$ cat src/rtl/gray_pkg.sv
// ============================================================================
// gray_pkg: shared FSM state type and Gray/binary conversion helpers.
// Rev 1.0
// ============================================================================
`default_nettype none

package gray_pkg;

  typedef enum logic [1:0] {
    S_INIT  = 2'd0,
    S_TRACK = 2'd1,
    S_FAULT = 2'd2
  } state_t;

  localparam int c_MAX_W = 8;

  // Operate at the widest supported bus; zero upper bits leave narrower codes intact.
  function automatic logic [c_MAX_W-1:0] gray2bin(input logic [c_MAX_W-1:0] g);
    logic [c_MAX_W-1:0] b;
    b[c_MAX_W-1] = g[c_MAX_W-1];
    for (int i = c_MAX_W - 2; i >= 0; i--) begin
      b[i] = b[i+1] ^ g[i];
    end
    return b;
  endfunction

  function automatic logic [c_MAX_W-1:0] bin2gray(input logic [c_MAX_W-1:0] b);
    return b ^ (b >> 1);
  endfunction

endpackage

`default_nettype wire

$ cat src/rtl/gray_sync.sv
// ============================================================================
// gray_sync: SYNC_STAGES-deep, W-bit flop synchronizer, async active-low reset.
// Rev 1.0
// ============================================================================
`default_nettype none

module gray_sync #(
  parameter int W           = 3,
  parameter int SYNC_STAGES = 2
) (
  input  logic         clk,
  input  logic         reset,
  input  logic [W-1:0] d,
  output logic [W-1:0] q
);

  logic [SYNC_STAGES-1:0][W-1:0] r_sync;

  always_ff @(posedge clk or negedge reset) begin
    if (!reset) begin
      r_sync <= '0;
    end else begin
      r_sync <= {r_sync[SYNC_STAGES-2:0], d};
    end
  end

  assign q = r_sync[SYNC_STAGES-1];

endmodule

`default_nettype wire

$ cat src/rtl/gray_step_decoder.sv
// ============================================================================
// gray_step_decoder: synchronizes a Gray bus, tracks single steps into a
// signed count and flags illegal jumps. Optional: GRAY_DEC_DEBOUNCE_EN.
// Rev 1.0
// ============================================================================
`default_nettype none

module gray_step_decoder
  import gray_pkg::*;
#(
  parameter int W           = 3,
  parameter int SYNC_STAGES = 2,
  parameter int CNT_W       = 16
) (
  input  logic             clk,
  input  logic             reset,
  input  logic [W-1:0]     gray_in,
  input  logic             clr,
  output logic [W-1:0]     pos,
  output logic             step_valid,
  output logic             step_dir,
  output logic [CNT_W-1:0] count,
  output logic             err,
  output logic             err_sticky
);

`ifdef GRAY_DEC_DEBOUNCE_EN
  localparam int c_SETTLE = SYNC_STAGES + 2;
`else
  localparam int c_SETTLE = SYNC_STAGES + 1;
`endif
  localparam int c_SET_W = $clog2(c_SETTLE + 1);

  logic [W-1:0]       w_sync;
  logic [W-1:0]       w_cur;
  logic [W-1:0]       w_delta;
  logic               w_stable;

  state_t             r_state, w_state_nxt;
  logic [c_SET_W-1:0] r_settle, w_settle_nxt;
  logic [W-1:0]       r_prev, w_prev_nxt;
  logic [W-1:0]       r_pos, w_pos_nxt;
  logic [CNT_W-1:0]   r_count, w_count_nxt;
  logic               r_step_valid, w_step_valid_nxt;
  logic               r_step_dir, w_step_dir_nxt;
  logic               r_err, w_err_nxt;
  logic               r_err_sticky, w_err_sticky_nxt;

  gray_sync #(
    .W           (W),
    .SYNC_STAGES (SYNC_STAGES)
  ) u_sync (
    .clk   (clk),
    .reset (reset),
    .d     (gray_in),
    .q     (w_sync)
  );

  assign w_cur = W'(gray2bin(c_MAX_W'(w_sync)));

`ifdef GRAY_DEC_DEBOUNCE_EN
  logic [W-1:0] r_cur_d;

  always_ff @(posedge clk or negedge reset) begin
    if (!reset) begin
      r_cur_d <= '0;
    end else begin
      r_cur_d <= w_cur;
    end
  end

  // A sample is only trusted once it has been seen on two consecutive cycles.
  assign w_stable = (w_cur == r_cur_d);
`else
  assign w_stable = 1'b1;
`endif

  assign w_delta = w_cur - r_prev;

  always_ff @(posedge clk or negedge reset) begin
    if (!reset) begin
      r_state      <= S_INIT;
      r_settle     <= '0;
      r_prev       <= '0;
      r_pos        <= '0;
      r_count      <= '0;
      r_step_valid <= 1'b0;
      r_step_dir   <= 1'b0;
      r_err        <= 1'b0;
      r_err_sticky <= 1'b0;
    end else begin
      r_state      <= w_state_nxt;
      r_settle     <= w_settle_nxt;
      r_prev       <= w_prev_nxt;
      r_pos        <= w_pos_nxt;
      r_count      <= w_count_nxt;
      r_step_valid <= w_step_valid_nxt;
      r_step_dir   <= w_step_dir_nxt;
      r_err        <= w_err_nxt;
      r_err_sticky <= w_err_sticky_nxt;
    end
  end

  always_comb begin
    w_state_nxt      = r_state;
    w_settle_nxt     = r_settle;
    w_prev_nxt       = r_prev;
    w_pos_nxt        = r_pos;
    w_count_nxt      = r_count;
    w_step_valid_nxt = 1'b0;
    w_step_dir_nxt   = r_step_dir;
    w_err_nxt        = 1'b0;
    w_err_sticky_nxt = r_err_sticky;

    // clr overrides any step or error detected in the same cycle.
    if (clr) begin
      w_count_nxt      = '0;
      w_err_sticky_nxt = 1'b0;
      w_settle_nxt     = '0;
      w_state_nxt      = S_INIT;
    end else begin
      case (r_state)
        S_INIT: begin
          if (r_settle == c_SET_W'(c_SETTLE - 1)) begin
            w_prev_nxt  = w_cur;
            w_pos_nxt   = w_cur;
            w_state_nxt = S_TRACK;
          end else begin
            w_settle_nxt = r_settle + c_SET_W'(1);
          end
        end
        S_TRACK: begin
          if (w_stable && (w_delta != '0)) begin
            w_prev_nxt = w_cur;
            w_pos_nxt  = w_cur;
            if (w_delta == W'(1)) begin
              w_step_valid_nxt = 1'b1;
              w_step_dir_nxt   = 1'b1;
              w_count_nxt      = r_count + CNT_W'(1);
            end else if (w_delta == '1) begin
              w_step_valid_nxt = 1'b1;
              w_step_dir_nxt   = 1'b0;
              w_count_nxt      = r_count - CNT_W'(1);
            end else begin
              w_err_nxt        = 1'b1;
              w_err_sticky_nxt = 1'b1;
              w_state_nxt      = S_FAULT;
            end
          end
        end
        S_FAULT: begin
          w_pos_nxt        = w_cur;
          w_prev_nxt       = w_cur;
          w_err_sticky_nxt = 1'b1;
        end
        default: begin
          w_state_nxt  = S_INIT;
          w_settle_nxt = '0;
        end
      endcase
    end
  end

  assign pos        = r_pos;
  assign step_valid = r_step_valid;
  assign step_dir   = r_step_dir;
  assign count      = r_count;
  assign err        = r_err;
  assign err_sticky = r_err_sticky;

endmodule

`default_nettype wire

$ cat config.mk
export PLATFORM = sky130hd
export DESIGN_NAME = gray_step_decoder
export DESIGN_NICKNAME = d
export VERILOG_FILES = /design/src/rtl/gray_pkg.sv /design/src/rtl/gray_sync.sv /design/src/rtl/gray_step_decoder.sv
export SDC_FILE = /design/constraint.sdc
export NUM_CORES = 1
export LEC_CHECK = 0
export CAP_MARGIN = 15
export CORE_AREA = 5 5 79 81
export DETAILED_ROUTE_END_ITERATION = 12
export DIE_AREA = 0 0 84 86
export PLACE_DENSITY = 0.71
export RECOVER_POWER = 50
export SLEW_MARGIN = 10
export SYNTH_ARGS = -nofsm -noshare
export SYNTH_HDL_FRONTEND = slang
export SYNTH_SLANG_ARGS = --single-unit
$ cat constraint.sdc
create_clock -name clk -period 3.67 [get_ports clk]
set_input_delay 0.5505 -clock clk [delete_from_list [all_inputs] [get_ports clk]]
set_output_delay 0.5505 -clock clk [all_outputs]
set_load 0.02 [all_outputs]
==> flow_summary.ini, run 1 <==
[layout]
instances_no_fill = 403
design_area_sq_mm = 0.00346
drive_above_1_share_pct = 34.7
n_fill_cell = 425
final-seq-area_sq_um = 826
nNetsFinal = 361
multiInputGateArea_sq_mm = 0.00164
final_util_pct = 63.9
syn2layout_area_growth_pct = 54.0
diodes = 0

[die]
start_util_pct = 41.5
die_w_um = 84
die_area_sq_mm = 0.00722
coreArea_sq_mm = 0.00541
io_pins = 29
dieHeight_um = 86
num_rows = 27

[global_routing]
grt_max_degree = 34
antenna_found_initial = 0
grt_usage_pct = 17.9
grt_pass1_vias = 2224
groute.layer.met3.usage_pct = 2.40
met2_usage_pct = 30.4
overflow = 0
grt-busiest-layer = met2
grt.met1_usage_pct = 22.4
grt_pass1_wl_um = 10500

[sta]
setup_tns_ns = -0.700
worst_hold_slack_ns = 0.349
rsz0062_at_grt = yes
skew_ns = 0.0118
hold_viol = 0
setup_slack_ns = -0.218
maxSlewHeadroom_pct = -18.3
maxSlewViolCount = 34
worst_pin_slew_ns = 1.77
post-route-period-util_pct = 106
finalSetupViolations = 7
fmax_mhz = 257
post-route-min-period_ns = 3.89

[synthesis]
synth.distinct_cells = 51
synth_warnings = 0
postSynthAreaPerCell_sq_um = 9.05
ys.flop_type = dfrtp_1
syn-instance-count = 248
synth_edf_count = 0
syn_area_sq_mm = 0.00224
synth_fp_nets = 279
synth_seq_area_share_pct = 36.8
synthArstFlopShare_pct = 100
ys_seq_elements = 33

[clock_tree]
cts.sinks = 33
cts-htree-levels = 2
cts_buffers = 5
max-clock-path-buffers = 2
clkTransAtPathRegs_ns = 0.07
cts_hold_buf = 0
clock_insertion_delay_worst_skew_ns = 0.30
cts-root-buf = clkbuf_8
cts_tree = done

[setup_path]
critPathLaunchType = flip-flop
endpoint_kind = flip-flop
crit_fanout = 8
worstPathRequired_ns = 3.84
worstPathArrival_ns = 4.06
critPathKind = reg -> reg

[drt]
drt-vias-per-instance = 5.65
vias = 2276
ant_nets = 0
drt_first_pass_iters = 5
routedWlPerCell_um = 16.1
routed_wl_um = 6480
drc = 0
drt_iter0_drc = 128

[pwr]
power_frac_seq_pct = 15.4
powerDensity_mw_per_mm2 = 965
sw_frac_of_total_pct = 43.1
switchingPower_mw = 1.44
p_leak_nw = 1.53
power_frac_clock_pct = 11.2
internal_power_mw = 1.90
peakVddDrop_mv = 0.524
p_comb_share_pct = 73.4

[placed_design]
gp_congestion = 0.860
post-place-cells = 384
port_buffers = 28
placed_area_sq_mm = 0.00291
hpwlAfterDp_um = 4170

[run_status]
violations = max-capacitance violations, max-slew violations, negative setup slack
status = finished, violations left

[flow_run]
cap_violations = 1

[worst_hold_path]
min_path_type = reg -> reg
==> sequential cells by signal, indices dropped and copies added (netlist names) <==
register and cells:
pos 3, r_settle 2, u_sync.r_sync 3, err 1
count 16, step_valid 1, r_state 2, err_sticky 1
u_sync.q 3, step_dir 1
==> layer usage <==
layer | part of all wire [%] | vias to the layer above
met2 | 50 | 84
li1 | - | 1059
met3 | 4.6 | 24
met4 | 3.0 | 0
met1 | 43 | 1109
met5 | 0 | -
==> stage by stage <==
step	worst slack (ns)	power, mW
6_report	-0.218	3.33
5_1_grt	-0.298	3.57
4_1_cts	-0.257	3.12
3_5_place_dp	-0.412	2.33
3_3_place_gp	-0.199	2.29
2_1_floorplan	-0.249	1.63
==> final cells by class <==
cell class	count	area share [%]
clock buffers	6	2.39
flip-flops and latches	33	23.9
well taps	72	2.61
inverters	13	1.41
clock inverters	2	1.09
multi-input cells	194	47.4
repair buffers	83	21.2
==> final timing paths <==
path / startpoint / endpoint / slack, ns / cells past startpoint
max in group asynchronous: reset / pos[1] / 1.38 / 2
setup / recovery: u_sync.q[1] / count[15] / -0.22 / 15
min in group asynchronous: reset / r_state[1] / 1.26 / 2
hold reg to reg: u_sync.r_sync[0] / u_sync.q[0] / 0.35 / 0
setup reg to reg: u_sync.q[1] / count[15] / -0.22 / 15
hold / removal: u_sync.r_sync[0] / u_sync.q[0] / 0.35 / 0
==> cell usage after synthesis, types with 2 or more instances <==
cell type / count / area [sq um]
dfrtp_1: 33 / 826
nand2_1: 26 / 97.6
a21oi_1: 25 / 125
ha_1: 23 / 288
nor2_1: 19 / 71.3
o21ai_0: 15 / 75.1
inv_1: 13 / 48.8
nand3_1: 12 / 60.1
xnor2_1: 8 / 70.1
clkbuf_1: 6 / 22.5
a21o_1: 5 / 37.5
xor2_1: 5 / 43.8
a211oi_1: 3 / 22.5
a31oi_1: 3 / 18.8
and3_1: 3 / 18.8
nand4_1: 3 / 18.8
nor2b_1: 3 / 18.8
nor3_1: 3 / 15.0
or3_1: 3 / 18.8
and4_1: 2 / 17.5
fa_1: 2 / 40.0
nand3b_1: 2 / 15.0
nor4_1: 2 / 12.5
o21a_1: 2 / 15.0
==> cells in the final DEF (no fill, tap or decap), drive strengths merged, types with 2 or more instances in the layout <==
cell           Yosys  routed
o21ai             15      15
dfrtp             33      33
a31oi              3       3
nand3             12      12
nor2              19      19
xnor2              8       8
nand2             27      27
nor4               2       2
and3               3       3
xor2               5       5
nand4              3       3
or3                3       3
a21oi             25      25
ha                23      23
nor2b              3       3
nand3b             2       2
buf                2      54
nor3               3       3
clkbuf             6       7
a21o               5       5
fa                 2       2
dlygate4sd3        0       4
o21a               2       2
a211oi             3       3
and4               2       2
inv               13      13
clkdlybuf4s50      0      24
==> cells by family after synthesis <==
family	after synthesis	share of synthesized area, %
AND/OR/NAND/NOR	88	20.0
AO/OA/AOI/OAI	66	18.1
adder cells (fa/ha/maj)	25	14.6
XOR/XNOR	14	6.13
multiplexers	1	0.502
flip-flops	33	36.8
buffers and inverters	21	3.90
==> critical path, stage by stage (launching register included) <==
cell and delay, ns:
dfrtp_1 0.40, xor2_2 0.22, xnor2_2 0.15, ha_2 0.20, inv_2 0.04, fa_2 0.32
xnor3_2 0.23, or3_4 0.47, buf_8 0.19, ha_4 0.17, a21oi_4 0.17, nor2b_1 0.07
o41a_1 0.39, a21boi_2 0.17, a21oi_1 0.12, or4b_1 0.45
==> power groups by stage <==
stage	sequential, mW	combinational [mW]	clock, mW
detailed placement	0.511	1.82	0
floorplan	0.566	1.06	0
global placement	0.507	1.79	0
global route	0.526	2.65	0.397
finish	0.514	2.45	0.373
CTS	0.513	2.23	0.380
==> repair_timing <==
item                                    4_1_cts  5_1_grt
resized for setup                            40       26
cloned                                        1        0
buffers inserted                             10        2
pin swaps                                    21       18
endpoints found under the setup margin       10       11
Note: power is estimated with default switching activity, not from simulation.
==> inputs of run 2 (changes only) <==
--- a/config.mk
+++ b/config.mk
@@ -9,9 +9,9 @@
 export CORE_AREA = 5 5 79 81
 export DETAILED_ROUTE_END_ITERATION = 12
 export DIE_AREA = 0 0 84 86
+export GPL_ROUTABILITY_DRIVEN = 0
 export PLACE_DENSITY = 0.71
 export RECOVER_POWER = 50
-export SLEW_MARGIN = 10
 export SYNTH_ARGS = -nofsm -noshare
 export SYNTH_HDL_FRONTEND = slang
 export SYNTH_SLANG_ARGS = --single-unit
==> results of run 2 <==
Same layout as run 1: the final DEF is identical, and so are final timing and power.
==> inputs of run 3 (changes only) <==
--- a/config.mk
+++ b/config.mk
@@ -10,6 +10,7 @@
 export DETAILED_ROUTE_END_ITERATION = 12
 export DIE_AREA = 0 0 84 86
 export GPL_ROUTABILITY_DRIVEN = 0
+export GPL_TIMING_DRIVEN = 0
 export PLACE_DENSITY = 0.71
 export RECOVER_POWER = 50
 export SYNTH_ARGS = -nofsm -noshare
==> flow_summary.ini, run 3 (synthesis gave the netlist of run 1 again) <==
[setup_path]
worstReg2RegStart = u_sync.q[1]
rr_worst_depth = 15
critPathKind = reg -> reg
crit_fanout = 11
critPathLaunchType = flip-flop
r2r-end = count[15]
worstPathArrival_ns = 4.08
rrSetupSlack_ns = -0.25
endpoint_kind = flip-flop
worstPathRequired_ns = 3.83

[drt]
drt_first_pass_iters = 4
drt_iter0_drc = 96
routed_wl_um = 5650
ant_nets = 0
drc = 0
drt-vias-per-instance = 5.49
vias = 2024
routedWlPerCell_um = 15.3

[layout]
design_area_sq_mm = 0.00314
final-seq-area_sq_um = 826
diodes = 0
drive_above_1_share_pct = 22.9
nNetsFinal = 327
syn2layout_area_growth_pct = 40.0
final_cell_mix = dfrtp_1 (33), nand2_1 (26), clkdlybuf4s50_1 (22)
final_common_cell = dfrtp_1
n_fill_cell = 479
largest_reg_flops = 16
multiInputGateArea_sq_mm = 0.00161
final_util_pct = 58.1

[run_status]
violations = max-capacitance violations, max-slew violations, negative setup slack
status = finished, violations left

[die]
io_pins = 29
die_area_sq_mm = 0.00722
start_util_pct = 41.5
num_rows = 27
die_w_um = 84
dieHeight_um = 86
coreArea_sq_mm = 0.00541

[sta]
hold_viol = 0
rsz0062_at_grt = yes
setup_tns_ns = -0.474
worst_pin_slew_ns = 1.77
finalSetupViolations = 4
post-route-min-period_ns = 3.92
maxSlewViolCount = 34
post-route-period-util_pct = 107
maxSlewHeadroom_pct = -18.1
setup_slack_ns = -0.248
fmax_mhz = 255
skew_ns = 0.00432

[clock_tree]
cts-htree-levels = 2
max-clock-path-buffers = 2
cts_tree = done
cts_buffers = 5
clock_insertion_delay_worst_skew_ns = 0.29
cts_hold_buf = 0
cts.sinks = 33
cts-root-buf = clkbuf_8
clkTransAtPathRegs_ns = 0.07

[placed_design]
placed_area_sq_mm = 0.00262
hpwlAfterDp_um = 3650
port_buffers = 28

[worst_hold_path]
min_path_type = reg -> reg
hold_end = u_sync.q[1]
min-delay-start = u_sync.r_sync[1]
hold_depth = 0

[global_routing]
overflow = 0
grt_pass1_wl_um = 9040
grt_max_degree = 34
grt_usage_pct = 15.5
antenna_found_initial = 0
grt_pass1_vias = 1950

[pwr]
powerDensity_mw_per_mm2 = 942
total_power_mw = 2.96
p_leak_nw = 1.36
peakVddDrop_mv = 0.410

[flow_run]
cap_violations = 1
[run 3: per-layer routing]
layer  vias up  global-route usage (%)  wire length (um)
li1        992                       -                 -
met1       967                    20.5              2550
met2        54                    24.9              2710
met3        11                    3.27               276
met4         0                    5.85               111
met5         -                       0                 0
[run 3: timing repair]
item,in CTS,in global routing
setup buffers,6,7
cloned,1,0
pin swaps,12,13
endpoints found under the setup margin,10,9
resized for setup,35,16
[run 3: worst max-delay path: stages (launching register included)]
cell and delay [ns]:
dfrtp_1 0.40, xor2_2 0.20, xnor2_2 0.19, ha_2 0.19
inv_1 0.04, fa_2 0.33, xnor3_2 0.23, or3_4 0.36
buf_12 0.17, buf_4 0.15, ha_4 0.22, a211oi_4 0.27
nor3_2 0.08, o2111ai_1 0.28, a22oi_1 0.14, or4b_4 0.54
[run 3: final cells by class]
cell class | instances | area share, %
inverters | 13 | 1.55
flip-flops and latches | 33 | 26.3
clock inverters | 2 | 1.19
well taps | 72 | 2.87
multi-input cells | 194 | 51.4
plain buffers | 7 | 1.39
clock buffers | 6 | 2.63
repair buffers | 42 | 12.7
[run 3: metrics by stage]
step                      hold WS [ns]  cells  setup WS, ns
after floorplan                  0.255    248        -0.249
after global placement           0.334    348        -0.491
after detailed placement         0.337    348        -0.563
after CTS                        0.348    362        -0.218
after global routing             0.370    369        -0.345
final                            0.350    369        -0.248
[run 3: how the worst max path moves through the flow]
stage / to / slack [ns] / cells after the start / start
floorplan: count[15] / -0.25 / 16 / u_sync.q[2]
global placement: count[15] / -0.49 / 15 / u_sync.q[2]
detailed placement: count[15] / -0.56 / 16 / u_sync.q[2]
CTS: count[15] / -0.22 / 15 / u_sync.q[2]
global route: count[15] / -0.34 / 15 / u_sync.q[1]
finish: count[15] / -0.25 / 15 / u_sync.q[1]
[run 3: report_power, final]
| part | switching (mW) | internal, mW |
|---|---|---|
| sequential | 0.0715 | 0.438 |
| clock | 0.142 | 0.221 |
| combinational | 1.08 | 1.01 |
| total | 1.29 | 1.67 |
